[src/rtl/mips_mem_pkg.sv]
// Shared definitions for the MEM-stage data-memory access path.
//
// Contents:
//   MEM_BYTE / MEM_HALF / MEM_WORD  - EX/MEM access-size encodings
//                                     (2'b11 is handled like a word)
//   memState_e                      - access controller FSM states
//   DEFAULT_TIMEOUT_CYCLES          - default WAIT abort limit
//   DEFAULT_ERR_RDATA               - read data returned by an aborted load
//   isMisaligned()                  - alignment check shared by the stage
package mips_mem_pkg;

  localparam logic [1:0] MEM_BYTE = 2'b00;
  localparam logic [1:0] MEM_HALF = 2'b01;
  localparam logic [1:0] MEM_WORD = 2'b10;

  localparam int unsigned DEFAULT_TIMEOUT_CYCLES = 255;
  localparam logic [31:0] DEFAULT_ERR_RDATA      = 32'hDEAD_BEEF;

  typedef enum logic [1:0] {
    IDLE = 2'd0,
    WAIT = 2'd1,
    DONE = 2'd2
  } memState_e;

  // Halfwords must sit on an even address, words on a multiple of four.
  // Bytes can never be misaligned.
  function automatic logic isMisaligned(input logic [1:0] size, input logic [1:0] lane);
    logic result;
    result = 1'b0;
    case (size)
      MEM_HALF:        result = lane[0];
      MEM_WORD, 2'b11: result = (lane != 2'b00);
      default:         result = 1'b0;
    endcase
    return result;
  endfunction

endpackage

[src/rtl/load_align_ext.sv]
// Load data alignment and extension for the MEM stage.
//
// Picks the addressed byte or halfword out of a raw 32-bit memory word and
// sign- or zero-extends it to 32 bits. Purely combinational.
//
// Ports:
//   rdata_i     in  32  raw word returned by data memory
//   lane_i      in  2   low two bits of the effective byte address
//   size_i      in  2   access size (byte/half/word, 2'b11 = word)
//   unsigned_i  in  1   zero-extend instead of sign-extend
//   data_o      out 32  aligned, extended load result
module load_align_ext
  import mips_mem_pkg::*;
(
  input  logic [31:0] rdata_i,
  input  logic [1:0]  lane_i,
  input  logic [1:0]  size_i,
  input  logic        unsigned_i,
  output logic [31:0] data_o
);

  logic [7:0]  byteSel;
  logic [15:0] halfSel;

  // Byte lane follows both address bits; halfword lane only the upper one
  // since halfwords are already known to be aligned.
  always_comb begin
    byteSel = rdata_i[7:0];
    case (lane_i)
      2'd0:    byteSel = rdata_i[7:0];
      2'd1:    byteSel = rdata_i[15:8];
      2'd2:    byteSel = rdata_i[23:16];
      default: byteSel = rdata_i[31:24];
    endcase
    halfSel = lane_i[1] ? rdata_i[31:16] : rdata_i[15:0];
  end

  // Fill the upper bits with the selected value's MSB unless the load is
  // an unsigned variant (lbu/lhu).
  always_comb begin
    data_o = rdata_i;
    case (size_i)
      MEM_BYTE: data_o = {{24{~unsigned_i & byteSel[7]}}, byteSel};
      MEM_HALF: data_o = {{16{~unsigned_i & halfSel[15]}}, halfSel};
      default:  data_o = rdata_i;
    endcase
  end

endmodule

[src/rtl/mem_access_stage.sv]
// MEM-stage data-memory access controller.
//
// Turns EX/MEM load/store controls into a req/ack transaction on a
// variable-latency data-memory port, stalls the pipeline while the access
// is in flight, and hands the extended load result to MEM/WB.
//
// Optional feature: define DMEM_TIMEOUT_EN to abort a WAIT that sees no ack
// within TIMEOUT_CYCLES cycles (a timed-out load returns ERR_RDATA). Without
// it, WAIT holds until ack arrives.
//
// Ports:
//   clk, rst                 clock, synchronous active-high reset
//   EX_MEM_MemRead/MemWrite  load / store present in MEM (write wins)
//   EX_MEM_MemSize           00 byte, 01 half, 10/11 word
//   EX_MEM_MemUnsigned       zero-extend loads
//   EX_MEM_ALUResult         effective byte address
//   EX_MEM_WriteData         store data
//   dmem_req/we/addr/be/wdata  registered memory request
//   dmem_ack, dmem_rdata     memory completion and raw read word
//   DataMemoryReadData       registered, extended load result
//   DataMemoryAddress        pass-through of EX_MEM_ALUResult
//   mem_stall                freeze upstream pipeline, hold MEM/WB
//   misaligned_exc           misaligned access flag
module mem_access_stage
  import mips_mem_pkg::*;
#(
  parameter int unsigned TIMEOUT_CYCLES = DEFAULT_TIMEOUT_CYCLES,
  parameter logic [31:0] ERR_RDATA      = DEFAULT_ERR_RDATA
)
(
  input  logic        clk,
  input  logic        rst,
  input  logic        EX_MEM_MemRead,
  input  logic        EX_MEM_MemWrite,
  input  logic [1:0]  EX_MEM_MemSize,
  input  logic        EX_MEM_MemUnsigned,
  input  logic [31:0] EX_MEM_ALUResult,
  input  logic [31:0] EX_MEM_WriteData,
  output logic        dmem_req,
  output logic        dmem_we,
  output logic [31:0] dmem_addr,
  output logic [3:0]  dmem_be,
  output logic [31:0] dmem_wdata,
  input  logic        dmem_ack,
  input  logic [31:0] dmem_rdata,
  output logic [31:0] DataMemoryReadData,
  output logic [31:0] DataMemoryAddress,
  output logic        mem_stall,
  output logic        misaligned_exc
);

  memState_e stateQ, stateD;

  logic        accessReq;
  logic        misaligned;
  logic        startAccess;
  logic        finishWait;
  logic        timeoutHit;
  logic [3:0]  storeBe;
  logic [31:0] storeWdata;
  logic [31:0] alignedData;

  logic        dmemReqQ;
  logic        dmemWeQ;
  logic [31:0] dmemAddrQ;
  logic [3:0]  dmemBeQ;
  logic [31:0] dmemWdataQ;
  logic [1:0]  laneQ;
  logic [1:0]  sizeQ;
  logic        unsignedQ;
  logic [31:0] readDataQ;

  assign accessReq   = EX_MEM_MemRead | EX_MEM_MemWrite;
  assign misaligned  = isMisaligned(EX_MEM_MemSize, EX_MEM_ALUResult[1:0]);
  assign startAccess = (stateQ == IDLE) && accessReq && !misaligned;
  assign finishWait  = (stateQ == WAIT) && (dmem_ack || timeoutHit);

`ifdef DMEM_TIMEOUT_EN
  localparam int CNT_W = ($clog2(TIMEOUT_CYCLES + 1) > 8) ? $clog2(TIMEOUT_CYCLES + 1) : 8;

  logic [CNT_W-1:0] waitCntQ, waitCntD;

  // Counter reads 0 in the first WAIT cycle, so the Nth WAIT cycle sees
  // N-1. An ack in the same cycle as the limit wins.
  assign timeoutHit = (stateQ == WAIT) && !dmem_ack &&
                      (waitCntQ == CNT_W'(TIMEOUT_CYCLES - 1));

  always_comb begin
    waitCntD = '0;
    if (stateQ == WAIT) begin
      waitCntD = waitCntQ + 1'b1;
    end
  end

  always_ff @(posedge clk) begin
    if (rst) begin
      waitCntQ <= '0;
    end else begin
      waitCntQ <= waitCntD;
    end
  end
`else
  logic unusedTimeoutCycles;

  assign timeoutHit          = 1'b0;
  assign unusedTimeoutCycles = (TIMEOUT_CYCLES != 0);
`endif

  // State register.
  always_ff @(posedge clk) begin
    if (rst) begin
      stateQ <= IDLE;
    end else begin
      stateQ <= stateD;
    end
  end

  // Next-state logic. DONE always returns to IDLE so that the access still
  // sitting on EX/MEM during DONE is not started a second time.
  always_comb begin
    stateD = stateQ;
    case (stateQ)
      IDLE:    if (startAccess) stateD = WAIT;
      WAIT:    if (finishWait)  stateD = DONE;
      DONE:    stateD = IDLE;
      default: stateD = IDLE;
    endcase
  end

  // FSM outputs. The stall is raised combinationally in IDLE so the
  // pipeline freezes in the same cycle the access is first seen.
  always_comb begin
    mem_stall      = 1'b0;
    misaligned_exc = 1'b0;
    case (stateQ)
      IDLE: begin
        mem_stall      = accessReq && !misaligned;
        misaligned_exc = accessReq && misaligned;
      end
      WAIT:    mem_stall = 1'b1;
      default: begin
        mem_stall      = 1'b0;
        misaligned_exc = 1'b0;
      end
    endcase
  end

  // Store lane placement: data is replicated across every lane it could
  // occupy and the byte enables pick the lane(s) actually written.
  always_comb begin
    storeBe    = 4'b1111;
    storeWdata = EX_MEM_WriteData;
    case (EX_MEM_MemSize)
      MEM_BYTE: begin
        storeBe    = 4'b0001 << EX_MEM_ALUResult[1:0];
        storeWdata = {4{EX_MEM_WriteData[7:0]}};
      end
      MEM_HALF: begin
        storeBe    = EX_MEM_ALUResult[1] ? 4'b1100 : 4'b0011;
        storeWdata = {2{EX_MEM_WriteData[15:0]}};
      end
      default: begin
        storeBe    = 4'b1111;
        storeWdata = EX_MEM_WriteData;
      end
    endcase
  end

  load_align_ext u_load_align_ext (
    .rdata_i    (dmem_rdata),
    .lane_i     (laneQ),
    .size_i     (sizeQ),
    .unsigned_i (unsignedQ),
    .data_o     (alignedData)
  );

  // Request registers are captured once on entry to WAIT and held stable
  // for the whole transaction. Lane, size and signedness are captured too
  // so load extraction does not depend on the frozen EX/MEM inputs.
  always_ff @(posedge clk) begin
    if (rst) begin
      dmemReqQ   <= 1'b0;
      dmemWeQ    <= 1'b0;
      dmemAddrQ  <= '0;
      dmemBeQ    <= '0;
      dmemWdataQ <= '0;
      laneQ      <= '0;
      sizeQ      <= '0;
      unsignedQ  <= 1'b0;
      readDataQ  <= '0;
    end else begin
      dmemReqQ <= (stateD == WAIT);
      if (startAccess) begin
        dmemWeQ    <= EX_MEM_MemWrite;
        dmemAddrQ  <= {EX_MEM_ALUResult[31:2], 2'b00};
        dmemBeQ    <= storeBe;
        dmemWdataQ <= storeWdata;
        laneQ      <= EX_MEM_ALUResult[1:0];
        sizeQ      <= EX_MEM_MemSize;
        unsignedQ  <= EX_MEM_MemUnsigned;
      end
      if (finishWait && !dmemWeQ) begin
        readDataQ <= dmem_ack ? alignedData : ERR_RDATA;
      end
    end
  end

  assign dmem_req           = dmemReqQ;
  assign dmem_we            = dmemWeQ;
  assign dmem_addr          = dmemAddrQ;
  assign dmem_be            = dmemBeQ;
  assign dmem_wdata         = dmemWdataQ;
  assign DataMemoryReadData = readDataQ;
  assign DataMemoryAddress  = EX_MEM_ALUResult;

endmodule

[config.mk]
export PLATFORM = sky130hd
export DESIGN_NAME = mem_access_stage
export DESIGN_NICKNAME = d
export VERILOG_FILES = /design/src/rtl/mips_mem_pkg.sv /design/src/rtl/load_align_ext.sv /design/src/rtl/mem_access_stage.sv
export SDC_FILE = /design/constraint.sdc
export NUM_CORES = 1
export LEC_CHECK = 0
export CAP_MARGIN = 20
export CORE_ASPECT_RATIO = 1.4
export CORE_MARGIN = 1
export CORE_UTILIZATION = 44
export CTS_BUF_LIST = sky130_fd_sc_hd__clkbuf_8 sky130_fd_sc_hd__clkbuf_16
export CTS_CLUSTER_DIAMETER = 100
export DETAILED_ROUTE_END_ITERATION = 10
export GPL_ROUTABILITY_DRIVEN = 0
export PLACE_DENSITY = 0.85
export SLEW_MARGIN = 40
export SYNTH_ARGS = -nofsm -noshare
export SYNTH_HDL_FRONTEND = slang
export SYNTH_SLANG_ARGS = --single-unit
[constraint.sdc]
create_clock -name clk -period 5.07 [get_ports clk]
set_clock_uncertainty 0.1 [all_clocks]
set_input_delay 1.521 -clock clk [delete_from_list [all_inputs] [get_ports clk]]
set_output_delay 1.521 -clock clk [all_outputs]
set_load 0.01 [all_outputs]
* After elaboration in Yosys (flattened, before gate mapping) *
Cells that the tools add are included.

storage, ports and cells
  register bits after elaboration = 107
  logic and storage cells = 50

operators by class
  shifts and indexed selects = 1
  bitwise gates (word level) = 4
  reduce and logical (&&, ||, !) cells = 14
  muxes and demuxes = 13
  equality and inequality tests = 8

operators by type and width
  cell                 count
  $pmux 32 s2          2
  $mux 32              1
  $pmux 8 s3           1
  $mux 16              1
  $eq 2x1->1 const B   5
  $logic_not 2->1      4
  $pmux 4 s2           1
  $eq 2x2->1 const B   3
  $logic_and 1x1->1    6
  $mux 2               2
  $mux 4               1
  $pmux 1 s2           2
  $pmux 2 s2           1
  $shl 1x2->4 const A  1
  $and 1x1->1          2
  $logic_not 1->1      2
  $reduce_bool 2->1    1
  $reduce_or 2->1      1
  $mux 1               1
  $not 1->1            1
  $or 1x1->1           1

* Depth between registers and ports, before layout *
  word-level depth = 8
  gate-level depth with buffers = 8
  mapped depth without buffers = 4

* Modules after synthesis *
From an unflattened synthesis, not the netlist that was laid out.

second synthesis, totals
  cells, all modules = 669
  area total of the unflattened synthesis = 5,763.0 sq um

by module, submodules not included
  module            times used  area each (sq um)  cells each
  mem_access_stage  1           4,917.2            554
  load_align_ext    1           845.8              115

* Worst setup path before layout *
OpenSTA, ideal clock, no wires.

  path kind = input to output
  start point = input EX_MEM_MemSize[1]
  end point = output mem_stall
  arrival = 2.483 ns
  path buffers = 2
  data required time = 3.449 ns
  stages on the path = 6
  setup slack = 0.966 ns
  path through = buf_2 -> nor2_1 -> clkbuf_1 -> or2_2 -> a21oi_1 -> nor2_1

on the way
  longest elaborated chain between the ends = 6
  elaborated cells on any way between the ends = 8
  classes of those cells = 3 x eq/ne; 2 x mux; 3 x reduce/logical

ends and longest elaborated chain
  element                line                     text
  from (decl)            mem_access_stage.sv:35   input logic [1:0] EX_MEM_MemSize,
  $eq 2x2->1             mips_mem_pkg.sv:30       case (size)
  $reduce_or 2->1        mips_mem_pkg.sv:30
  $pmux 1 s2 (*)         mips_mem_pkg.sv:30
  $logic_not 1->1 (*)    mem_access_stage.sv:137  mem_stall = accessReq && !misaligned;
  $logic_and 1x1->1 (*)  mem_access_stage.sv:137
  $pmux 1 s2 (*)         mem_access_stage.sv:135  case (stateQ)
  to (decl)              mem_access_stage.sv:48   output logic mem_stall,

Every way passes the cells marked *; elsewhere a longest branch is shown, timed or not.

* Final worst setup path *
  start point = input EX_MEM_ALUResult[1]
  end point = output mem_stall

on the way
  longest elaborated chain between the ends = 5

ends and longest elaborated chain
  element            line                     text
  from (decl)        mem_access_stage.sv:37   input logic [31:0] EX_MEM_ALUResult,
  $reduce_bool 2->1  mips_mem_pkg.sv:32       MEM_WORD, 2'b11: result = (lane != 2'b00);
  $pmux 1 s2         mips_mem_pkg.sv:30
  $logic_not 1->1    mem_access_stage.sv:137
  $logic_and 1x1->1  mem_access_stage.sv:137
  $pmux 1 s2         mem_access_stage.sv:135

Every way passes these cells.

==> flow_metrics.py <==
metrics = {
    "critical_path": {
        "critPathArrivalTime_ps": 3150,
        "critical_path.top_delay_family": "buffers and inverters",
        "cp_common_cell": "clkdlybuf4s50_1",
        "crit_required_ps": 3450,
        "r2r_cells": 4,
        "critPathMaxStageDelay_ps": 570,
        "path_cells": "clkdlybuf4s50_1 > a21oi_2 > or2_2 > a21oi_1 > nor2_1 > clkdlybuf4s50_1",
        "crit_buf_inv": 2,
        "path_class": "input pin to output pin",
        "crit_cells": 6,
        "start_kind": "input pin",
        "cp_max_fo": 5,
        "setup.worst_path.end_class": "output pin",
        "slowest_stage": "clkdlybuf4s50_1",
    },
    "clock_network": {
        "hold_buffers": 0,
        "h-tree-depth": 3,
        "path_clk_slew_ps": 70,
        "cts_tree": "done",
        "postCtsSetupBuffers": 0,
        "clock_path_buffers": 2,
        "cts.sinks": 107,
        "insertion_delay_ps": 340,
        "cts_buffers": 9,
        "cts-resized-gates": 0,
        "cts_root_buf": "clkbuf_16",
    },
    "yosys": {
        "synth_common_cells": "nand2_1 (138), dfxtp_1 (107), nor2_1 (60)",
        "async_reset_ff_share_pct": 0,
        "syn-cell-area_mm2": 0.004997,
        "yosysSeqAreaShare_pct": 42.86,
        "yosys.area.top_type_share_pct": 42.86,
        "synth_cells": 613,
        "yosysTopAreaCell": "dfxtp_1",
        "synth_most_common_cell": "nand2_1",
        "yosysUniqueCellTypes": 36,
        "ys_ff_latch": 107,
        "synth_edf_count": 0,
        "syn_area_per_cell_um2": 8.152,
        "ys.flop_type": "dfxtp_1",
        "yosys_warnings": 0,
        "synthTopCellsByArea": "dfxtp_1 (43%), nand2_1 (10%), buf_4 (6.2%)",
    },
    "worst_hold_path": {
        "hold_path_class": "flip-flop to flip-flop",
        "hold_depth": 2,
    },
    "timing": {
        "relSlewSlack_pct": 45.56,
        "report.final.hold_viol_count": 0,
        "fin_crit_sh_pct": 94.12,
        "rsz0062_at_grt": "no",
        "setup-violations-final": 0,
        "fmax_mhz": 209.6,
        "period_needed_ps": 4772,
        "slew_violations": 0,
        "final.setup.tns_ps": 0,
        "worst_pin_slew_ps": 816.7,
    },
    "flow_run": {
        "cap_violations": 0,
    },
    "floorplan": {
        "fp.dieW_um": 92.07,
        "ioPinCount": 240,
        "core_area_mm2": 0.01092,
        "fp-row-count": 45,
        "die_area_mm2": 0.01179,
        "die_h_um": 128.1,
        "start_util_pct": 45.75,
    },
    "cells_and_area": {
        "nets": 895,
        "area_delta_synth_final_pct": 49.07,
        "postLayoutCoreUtil_pct": 68.20,
        "layout-drive-gt1-share_pct": 6.038,
        "insertedDiodeCount": 0,
    },
    "power_and_ir_drop": {
        "powerDensity_mw_per_mm2": 295.7,
        "leakage_uw": 0.002657,
        "vdd_drop_max_mv": 0.1660,
    },
    "global_route": {
        "grt_max_degree": 72,
        "overflow": 0,
        "track_usage_pct": 26.94,
        "antenna_found_initial": 0,
        "grt_pass1_wl_mm": 25.10,
        "grt_pass1_vias": 5106,
    },
    "routing": {
        "drt_iter0_markers": 254,
        "vias": 5148,
        "drcViolationCount": 0,
        "drt_wl_total_mm": 16.02,
        "drt-vias-per-instance": 5.500,
        "detail-route-antenna-nets": 0,
        "first_pass_iters": 5,
        "post_drt_wl_per_cell_um": 17.11,
    },
    "run_status": {
        "status": "completed",
    },
    "placed_design": {
        "portBuffers": 237,
        "dpl.hpwl_mm": 11.99,
    },
}
==> metal layers <==
metal	vias up	share of wire [%]	wire length [um]	track usage, %
li1	2445	-	-	-
met1	2410	38	6142	31.83
met2	249	50	8082	45.74
met3	44	7.6	1212	5.753
met4	0	3.6	580	13.88
met5	-	0	0	0
==> final cells by class <==
class                      count  area, um2
multi-input combinational    415       2326
timing repair buffer         248       2465
clock buffer                  11      252.7
sequential                   107       2142
inverter                      10      37.54
tap                          141      176.4
clock inverter                 4      50.05
fill                         879       3473
==> final timing paths <==
check / startpoint / to / slack [ps]
setup / recovery: EX_MEM_ALUResult[1] / mem_stall / 300
hold reg to reg: dmem_addr[22] / dmem_addr[22] / 350
hold / removal: dmem_addr[22] / dmem_addr[22] / 350
setup reg to reg: sizeQ[0] / DataMemoryReadData[6] / 2780
==> metrics by stage <==
| step | worst slack [ps] | hold slack, ps | instances | total power [uW] | area [um2] |
|---|---|---|---|---|---|
| after detailed placement | 289.8 | 346.9 | 921 | 1507 | 7144 |
| after global routing | 228.1 | 381.0 | 936 | 2301 | 7450 |
| final | 298.3 | 352.6 | 936 | 2203 | 7450 |
| after global placement | 318.7 | 341.8 | 920 | 1489 | 7124 |
| after floorplan | 966.5 | 349.8 | 614 | 1228 | 5001 |
| after CTS | 283.4 | 356.4 | 936 | 2213 | 7447 |
==> worst reg2reg max path, delay by kind of cell (launching register included) <==
| kind | cells | cell delay, ps |
|---|---|---|
| AO/OA/AOI/OAI | 1 | 100 |
| flip-flops | 1 | 660 |
| multiplexers | 2 | 740 |
| AND/OR/NAND/NOR | 1 | 520 |
==> layout by cell type, fill, tap and decap left out, types with 6 or more instances in the layout <==
master / count
inv_1: 9
a211oi_1: 29
o211ai_1: 8
o21ai_0: 18
nand3_1: 7
mux2i_1: 17
dfxtp_1: 107
a21oi_1: 59
buf_4: 11
a32o_1: 6
a311oi_1: 11
a22oi_1: 8
a22o_1: 9
nor2_1: 60
clkbuf_16: 9
clkdlybuf4s50_1: 236
nor3_1: 13
a211oi_2: 9
nand2_1: 138
==> sequential cells by signal (all words and copies together) (netlist names) <==
| name | cells |
|---|---|
| stateQ | 2 |
| dmem_wdata | 32 |
| unsignedQ | 1 |
| sizeQ | 2 |
| dmem_req | 1 |
| DataMemoryReadData | 32 |
| dmem_be | 4 |
| dmem_addr | 30 |
| dmem_we | 1 |
| laneQ | 2 |
==> cells by family after synthesis <==
kind of cell	count (synthesis)	synth area share, %
and+or+nand+nor	229	18.40
AOI/OAI and AO/OA	164	22.86
other	1	0.07504
buffers and inverters	92	11.04
DFF	107	42.86
muxes	20	4.757
==> power breakdown <==
part           internal, uW  switching (uW)  leakage [uW]  total, uW
sequential              906            40.4      0.000877        946
combinational           286             258       0.00164        544
clock                   407             306      0.000144        713
Power figures use the tool's default switching activity.
